==> src/rtl/ir_prefetch_queue.sv <==
// ir_prefetch_queue: instruction register fed by a DEPTH-entry prefetch FIFO; define IR_BYPASS_EN for empty-queue load bypass
module ir_prefetch_queue #(
    parameter int WIDTH = 32,
    parameter int DEPTH = 4,
    parameter int OPW   = 6
) (
    input  logic                       clk,
    input  logic                       rst,
    input  logic                       flush,
    input  logic                       in_valid,
    input  logic [WIDTH-1:0]           in_data,
    output logic                       in_ready,
    input  logic                       ir_wre,
    output logic [WIDTH-1:0]           ir_out,
    output logic                       ir_valid,
    output logic [OPW-1:0]             op,
    output logic [$clog2(DEPTH):0]     count,
    output logic                       empty,
    output logic                       full,
    output logic                       underflow
);
    localparam int AW = $clog2(DEPTH);
    localparam int CW = AW + 1;
    logic [WIDTH-1:0] mem_q [DEPTH];
    logic [AW-1:0]    rd_ptr_q, rd_ptr_d, wr_ptr_q, wr_ptr_d;
    logic [CW-1:0]    count_q, count_d;
    logic [WIDTH-1:0] ir_out_q, ir_out_d;
    logic             ir_valid_q, ir_valid_d, underflow_q, underflow_d;
    logic             push, load, have, bypass, pop, wr_en;
    assign full      = count_q == CW'(DEPTH);
    assign empty     = count_q == '0;
    assign in_ready  = !full && !flush && !rst;
    assign count     = count_q;
    assign ir_out    = ir_out_q;
    assign ir_valid  = ir_valid_q;
    assign underflow = underflow_q;
    assign op        = ir_out_q[WIDTH-1 -: OPW];
    always_comb begin
        push   = in_valid && in_ready;
        load   = ir_wre && !flush;
        have   = !empty;
`ifdef IR_BYPASS_EN
        bypass = load && !have && push;
`else
        bypass = 1'b0;
`endif
        pop    = load && have;
        wr_en  = push && !bypass;
        rd_ptr_d    = flush ? '0 : rd_ptr_q + AW'(pop);
        wr_ptr_d    = flush ? '0 : wr_ptr_q + AW'(wr_en);
        count_d     = flush ? '0 : count_q + CW'(wr_en) - CW'(pop);
        ir_out_d    = pop ? mem_q[rd_ptr_q] : bypass ? in_data : ir_out_q;
        ir_valid_d  = flush ? 1'b0 : (pop || bypass) ? 1'b1 : load ? 1'b0 : ir_valid_q;
        underflow_d = underflow_q || (load && !have && !bypass);
    end
    always_ff @(posedge clk) begin
        if (rst) begin
            rd_ptr_q    <= '0;
            wr_ptr_q    <= '0;
            count_q     <= '0;
            ir_out_q    <= '0;
            ir_valid_q  <= 1'b0;
            underflow_q <= 1'b0;
        end else begin
            rd_ptr_q    <= rd_ptr_d;
            wr_ptr_q    <= wr_ptr_d;
            count_q     <= count_d;
            ir_out_q    <= ir_out_d;
            ir_valid_q  <= ir_valid_d;
            underflow_q <= underflow_d;
        end
    end
    // queue storage needs no reset; wr_en is already blocked during rst and flush
    always_ff @(posedge clk) begin
        if (wr_en) mem_q[wr_ptr_q] <= in_data;
    end
endmodule

==> config.mk <==
export PLATFORM = sky130hd
export DESIGN_NAME = ir_prefetch_queue
export DESIGN_NICKNAME = d
export VERILOG_FILES = /design/src/rtl/ir_prefetch_queue.sv
export SDC_FILE = /design/constraint.sdc
export NUM_CORES = 1
export LEC_CHECK = 0
export ABC_CLOCK_PERIOD_IN_PS = 7800
export CAP_MARGIN = 20
export CORE_MARGIN = 1
export CORE_UTILIZATION = 30
export CTS_CLUSTER_DIAMETER = 100
export CTS_CLUSTER_SIZE = 24
export DETAILED_ROUTE_END_ITERATION = 7
export DONT_BUFFER_PORTS = 1
export GPL_ROUTABILITY_DRIVEN = 0
export GPL_TIMING_DRIVEN = 0
export HOLD_SLACK_MARGIN = 0.1
export PLACE_DENSITY_LB_ADDON = 0.3
export REMOVE_ABC_BUFFERS = 1
export SKIP_CTS_REPAIR_TIMING = 1
export SYNTH_ARGS = -nofsm -noshare
export SYNTH_HDL_FRONTEND = slang
export SYNTH_SLANG_ARGS = --single-unit
==> constraint.sdc <==
create_clock -name clk -period 7.8 [get_ports clk]
set_clock_uncertainty 0.1 [all_clocks]
set_input_delay 1.17 -clock clk [delete_from_list [all_inputs] [get_ports clk]]
set_output_delay 1.17 -clock clk [all_outputs]
set_load 0.005 [all_outputs]
After elaboration in Yosys (flattened, before gate mapping) --
Memories as Yosys holds them, arrays and structs flattened. A register that Yosys moved wholly into a read port is not among the register bits. Cells that the tools add are included.
Storage, ports and cells: register bits after elaboration 9, latch bits 0, bits in writable memories 128, memory bits (read-only) 0, bits of input ports 37, output and inout bits 46, logic and storage cells 29, memories 1
Cells by class: add/subtract/negate cells 4, multiply operators 0, div/mod/pow operators 0, order comparisons 0, equal/unequal tests 1, shifts and indexed selects 0, multiplexer cells 4, bitwise logic cells 0, reduce and logical (&&, ||, !) cells 14
Memories:
- mem_q | depth 4, bits a word 32, rd ports 1, clocked after memory_dff 1, wr ports 1, line 24 | logic [WIDTH-1:0] mem_q [DEPTH];
Operator list (number):
- $logic_and A1 B1 Y1 | 6
- $add A2 B1 Y2 | 2
- $logic_not A1 Y1 | 4
- $mux W1 | 4
- $add A3 B1 Y3 | 1
- $eq A3 B3 Y1 const B | 1
- $logic_not A3 Y1 | 1
- $sub A3 B1 Y3 | 1
- $reduce_bool A2 Y1 | 1
- $reduce_or A2 Y1 | 1
- $logic_or A1 B1 Y1 | 1

Depth between registers and ports, before layout --
depth in word-level cells 7, gate-level depth with buffers 9, depth with buffers taken out 9

Worst setup path after synthesis --
No wires, ideal clock.
path kind input -> register, start input flush, end memory mem_q[1][0], enable pin, setup time 0.468 ns, data arrival time 3.933 ns, required time 7.232 ns, slack 3.299 ns, cell stages on the path 3, cell sequence nor2_1 > nand3_2 > nor3b_1
On the way: longest elaborated chain between the ends 6
RTL lines:
- start: declaration | line 9 | input logic flush,
- $logic_not A1 Y1 | line 32 | assign in_ready = !full && !flush && !rst;
- $logic_and A1 B1 Y1 (2 in a row) | line 32
- $logic_and A1 B1 Y1 | line 39 | push = in_valid && in_ready;
- $mux W1 | line 75 | if (wr_en) mem_q[wr_ptr_q] <= in_data;
- $mux W1 (not written as such) | line 75
- end: declaration | line 24
No other way between the ends.

Final worst setup path --
start input flush, end output in_ready
On the way: longest elaborated chain between the ends 3
RTL lines:
- $logic_not A1 Y1 | line 32
- $logic_and A1 B1 Y1 (2 in a row) | line 32
- end: declaration | line 12 | output logic in_ready,
No other way between the ends.

==> results.md <==
* Synth Area in Compound Gates at 5.029%
* Maxcap violations at 0
* Ant diodes at 0
* Number of clock sinks at 169
* P_leak at 2.280 nW
* Period utilisation layout at 36.86%
* YS warnings at 0
* Primary FF master, synth: edfxtp_1
* Largest net degree at the start of global routing at 21
* CTS tree: built
* Initial core utilization at 31.07%
* Worst endpoint required time at 6.53 ns
* Reg2reg end: count[2]
* DRC at 0
* Largest family of logic cells by synthesized area: multiplexers
* CP Depth at 2
* Sequential cell area at 0.004667 sq mm
* Fin crit period at 2.875 ns
* Vias in the first global route at 3,016
* Yosys reg bits at 169
* Final HPWL DP at 7726 um
* Critical path fanouts, max at 5
* Layout cell share with drive strength beyond 1 at 27.02%
* Number of port buffers at 0
* Post-synth ARST share at 0%
* Crit-path max cell delay at 0.29 ns
* Critical Path Sink Type: output port
* Slew at the pin with the worst max-slew slack at 0.9780 ns
* Sequential element share of the synthesized area at 75.90%
* Die width at 145.1 um
* Max H-tree Level at 4
* Final Hold Viols at 0
* Final nets at 351
* CTS root buf: clkbuf_16
* Worst path arrival time at 1.61 ns
* Worst Setup EP: in_ready
* Die area at 0.02106 sq mm
* Initial antenna violation count at 0
* Post-DP Area at 0.006558 sq mm
* WL/cell at 20.01 um
* Clk Latency, worst-skew pair at 0.41 ns
* R2R Setup Slk at 5.36 ns
* CTS clk-pin slew, worst paths at 0.06 ns
* CP startpoint: flush
* Adder-Cell Fraction of Synth Area at 1.140%
* Area Overhead vs Synth at 15.45%
* Worst path bufs/invs at 0
* Delay-heaviest family, CP: simple AND/OR/NAND/NOR gates
* Row cnt at 51
* Drt initial violations at 78
* Crit start category: primary input
* Core box area at 0.01978 sq mm
* Setup TNS Final at 0 ns
* Multiplexer area fraction after synthesis at 11.73%
* Area of the multi-input gates at 0.001297 sq mm
* Hold crit path type: reg2reg
* Reg2reg start: count[1]
* Vias at 2,760
* Setup violations, final at 0
* Power Dens Cells at 251.1 mW/mm^2
* Slowest-stage cell, CP: or2_1
* Synthesized area at 0.006146 sq mm
* Outcome: finished, final reports clean
* Die Height at 145.1 um
* Max Fclk at 347.8 MHz
* Rel. slew slack at 34.73%
* Xor and xnor area share after synthesis at 0.5700%
* Total grt overflow at 0
* Synth Area in Simple Gates at 2.382%
* Clock Path Buffers at 2
* Tot GR Track Use at 12.03%
* DRT Pass-1 Iters at 4
* Post-synth EDFFs at 128
* Mean post-synth cell area at 20.98 sq um
* IO Count at 83
* Via density per instance at 4.702
* Post-Syn Instances at 293
* DRT Wirelength at 11,750 um
* Cell chain of the critical path: or2_1 > nor2_1
* Worst Path Class, Setup: in2out
* CTS Buf Count at 17
* VDD IR max at 169.9 uV
* Most frequent cells in the layout: edfxtp_1, dfxtp_1, mux4_2, a22o_1, clkbuf_16
* Reg2Reg Depth at 9
* Design Area, Final at 0.007096 sq mm
* First-pass GRT wire length at 18,380 um
* Final Max Tran Viols at 0
* RSZ-0062 raised after global routing: no
* Yosys cell types at 27
* Most common cell after layout, fill and taps aside: edfxtp_1
* Fill cells at 1,865
* DRT antenna net count at 0
-- cells in the mapped netlist, drive strengths merged (2+ instances only) --
| library cell | instances | area share (%) |
|---|---|---|
| a21oi | 2 | 0.35 |
| ha | 4 | 0.81 |
| a22o | 32 | 4.6 |
| buf | 19 | 2.8 |
| mux4 | 32 | 12 |
| nor3b | 3 | 0.55 |
| nor2 | 7 | 0.43 |
| and2 | 5 | 0.51 |
| dfxtp | 41 | 13 |
| xnor2 | 4 | 0.57 |
| edfxtp | 128 | 63 |
| inv | 5 | 0.31 |
-- worst min-delay path by stage --
stage	from	end	slack (ns)	cells past startpoint
detailed placement	underflow	underflow	0.39	2
global placement	underflow	underflow	0.39	2
global route	ir_out[25]	ir_out[25]	0.43	1
floorplan	underflow	underflow	0.36	2
CTS	underflow	underflow	0.41	2
finish	ir_out[3]	ir_out[3]	0.41	1
-- layer usage --
metal | up-vias | global-route usage, % | part of all wire [%]
li1 | 1216 | - | -
met1 | 1463 | 15.11 | 45
met2 | 72 | 18.87 | 48
met3 | 9 | 5.157 | 6.2
met4 | 0 | 3.316 | 0.85
met5 | - | 0 | 0
-- cell families (layout without fill, tap and decap cells) --
kind of cell | after synthesis | in the layout
adders and majority gates | 5 | 5
DFF | 169 | 169
xor gates and xnor gates | 4 | 4
and+or+nand+nor | 22 | 22
muxes | 32 | 32
buffers and inverters | 26 | 55
AOI/OAI and AO/OA | 35 | 35
-- stage by stage --
| step | setup WS [ns] | hold slack, ns | instances | total power [mW] | utilization [%] |
|---|---|---|---|---|---|
| 2_1_floorplan | 3.299 | 0.3604 | 273 | 1.016 | - |
| 3_3_place_gp | 0.5599 | 0.3911 | 538 | 1.024 | 31.85 |
| 3_5_place_dp | 4.490 | 0.3900 | 555 | 1.029 | 33.15 |
| 4_1_cts | 4.921 | 0.4070 | 587 | 1.810 | 35.87 |
| 5_1_grt | 4.839 | 0.4323 | 587 | 1.849 | 35.87 |
| 6_report | 4.925 | 0.4090 | 587 | 1.781 | 35.87 |
-- cell type report --
cell class / count / area share [%]
Clock buffer: 20 / 6.154
Clock inverter: 12 / 1.428
Inverter: 6 / 0.3350
Multi-Input combinational cell: 98 / 18.29
Sequential cell: 169 / 65.77
Tap cell: 265 / 4.673
Timing Repair Buffer: 17 / 3.350
-- power breakdown --
part           total [mW]  internal [mW]  switching (mW)
clock               0.773          0.438           0.334
combinational      0.0293         0.0133          0.0159
sequential          0.979          0.976         0.00391
-- flip-flops by register name, summed over array words and instances (netlist names) --
name / flops
mem_q: 128
wr_ptr_q: 2
count: 3
ir_out: 32
underflow: 1
ir_valid: 1
rd_ptr_q: 2
(Power assumes the default switching activity.)
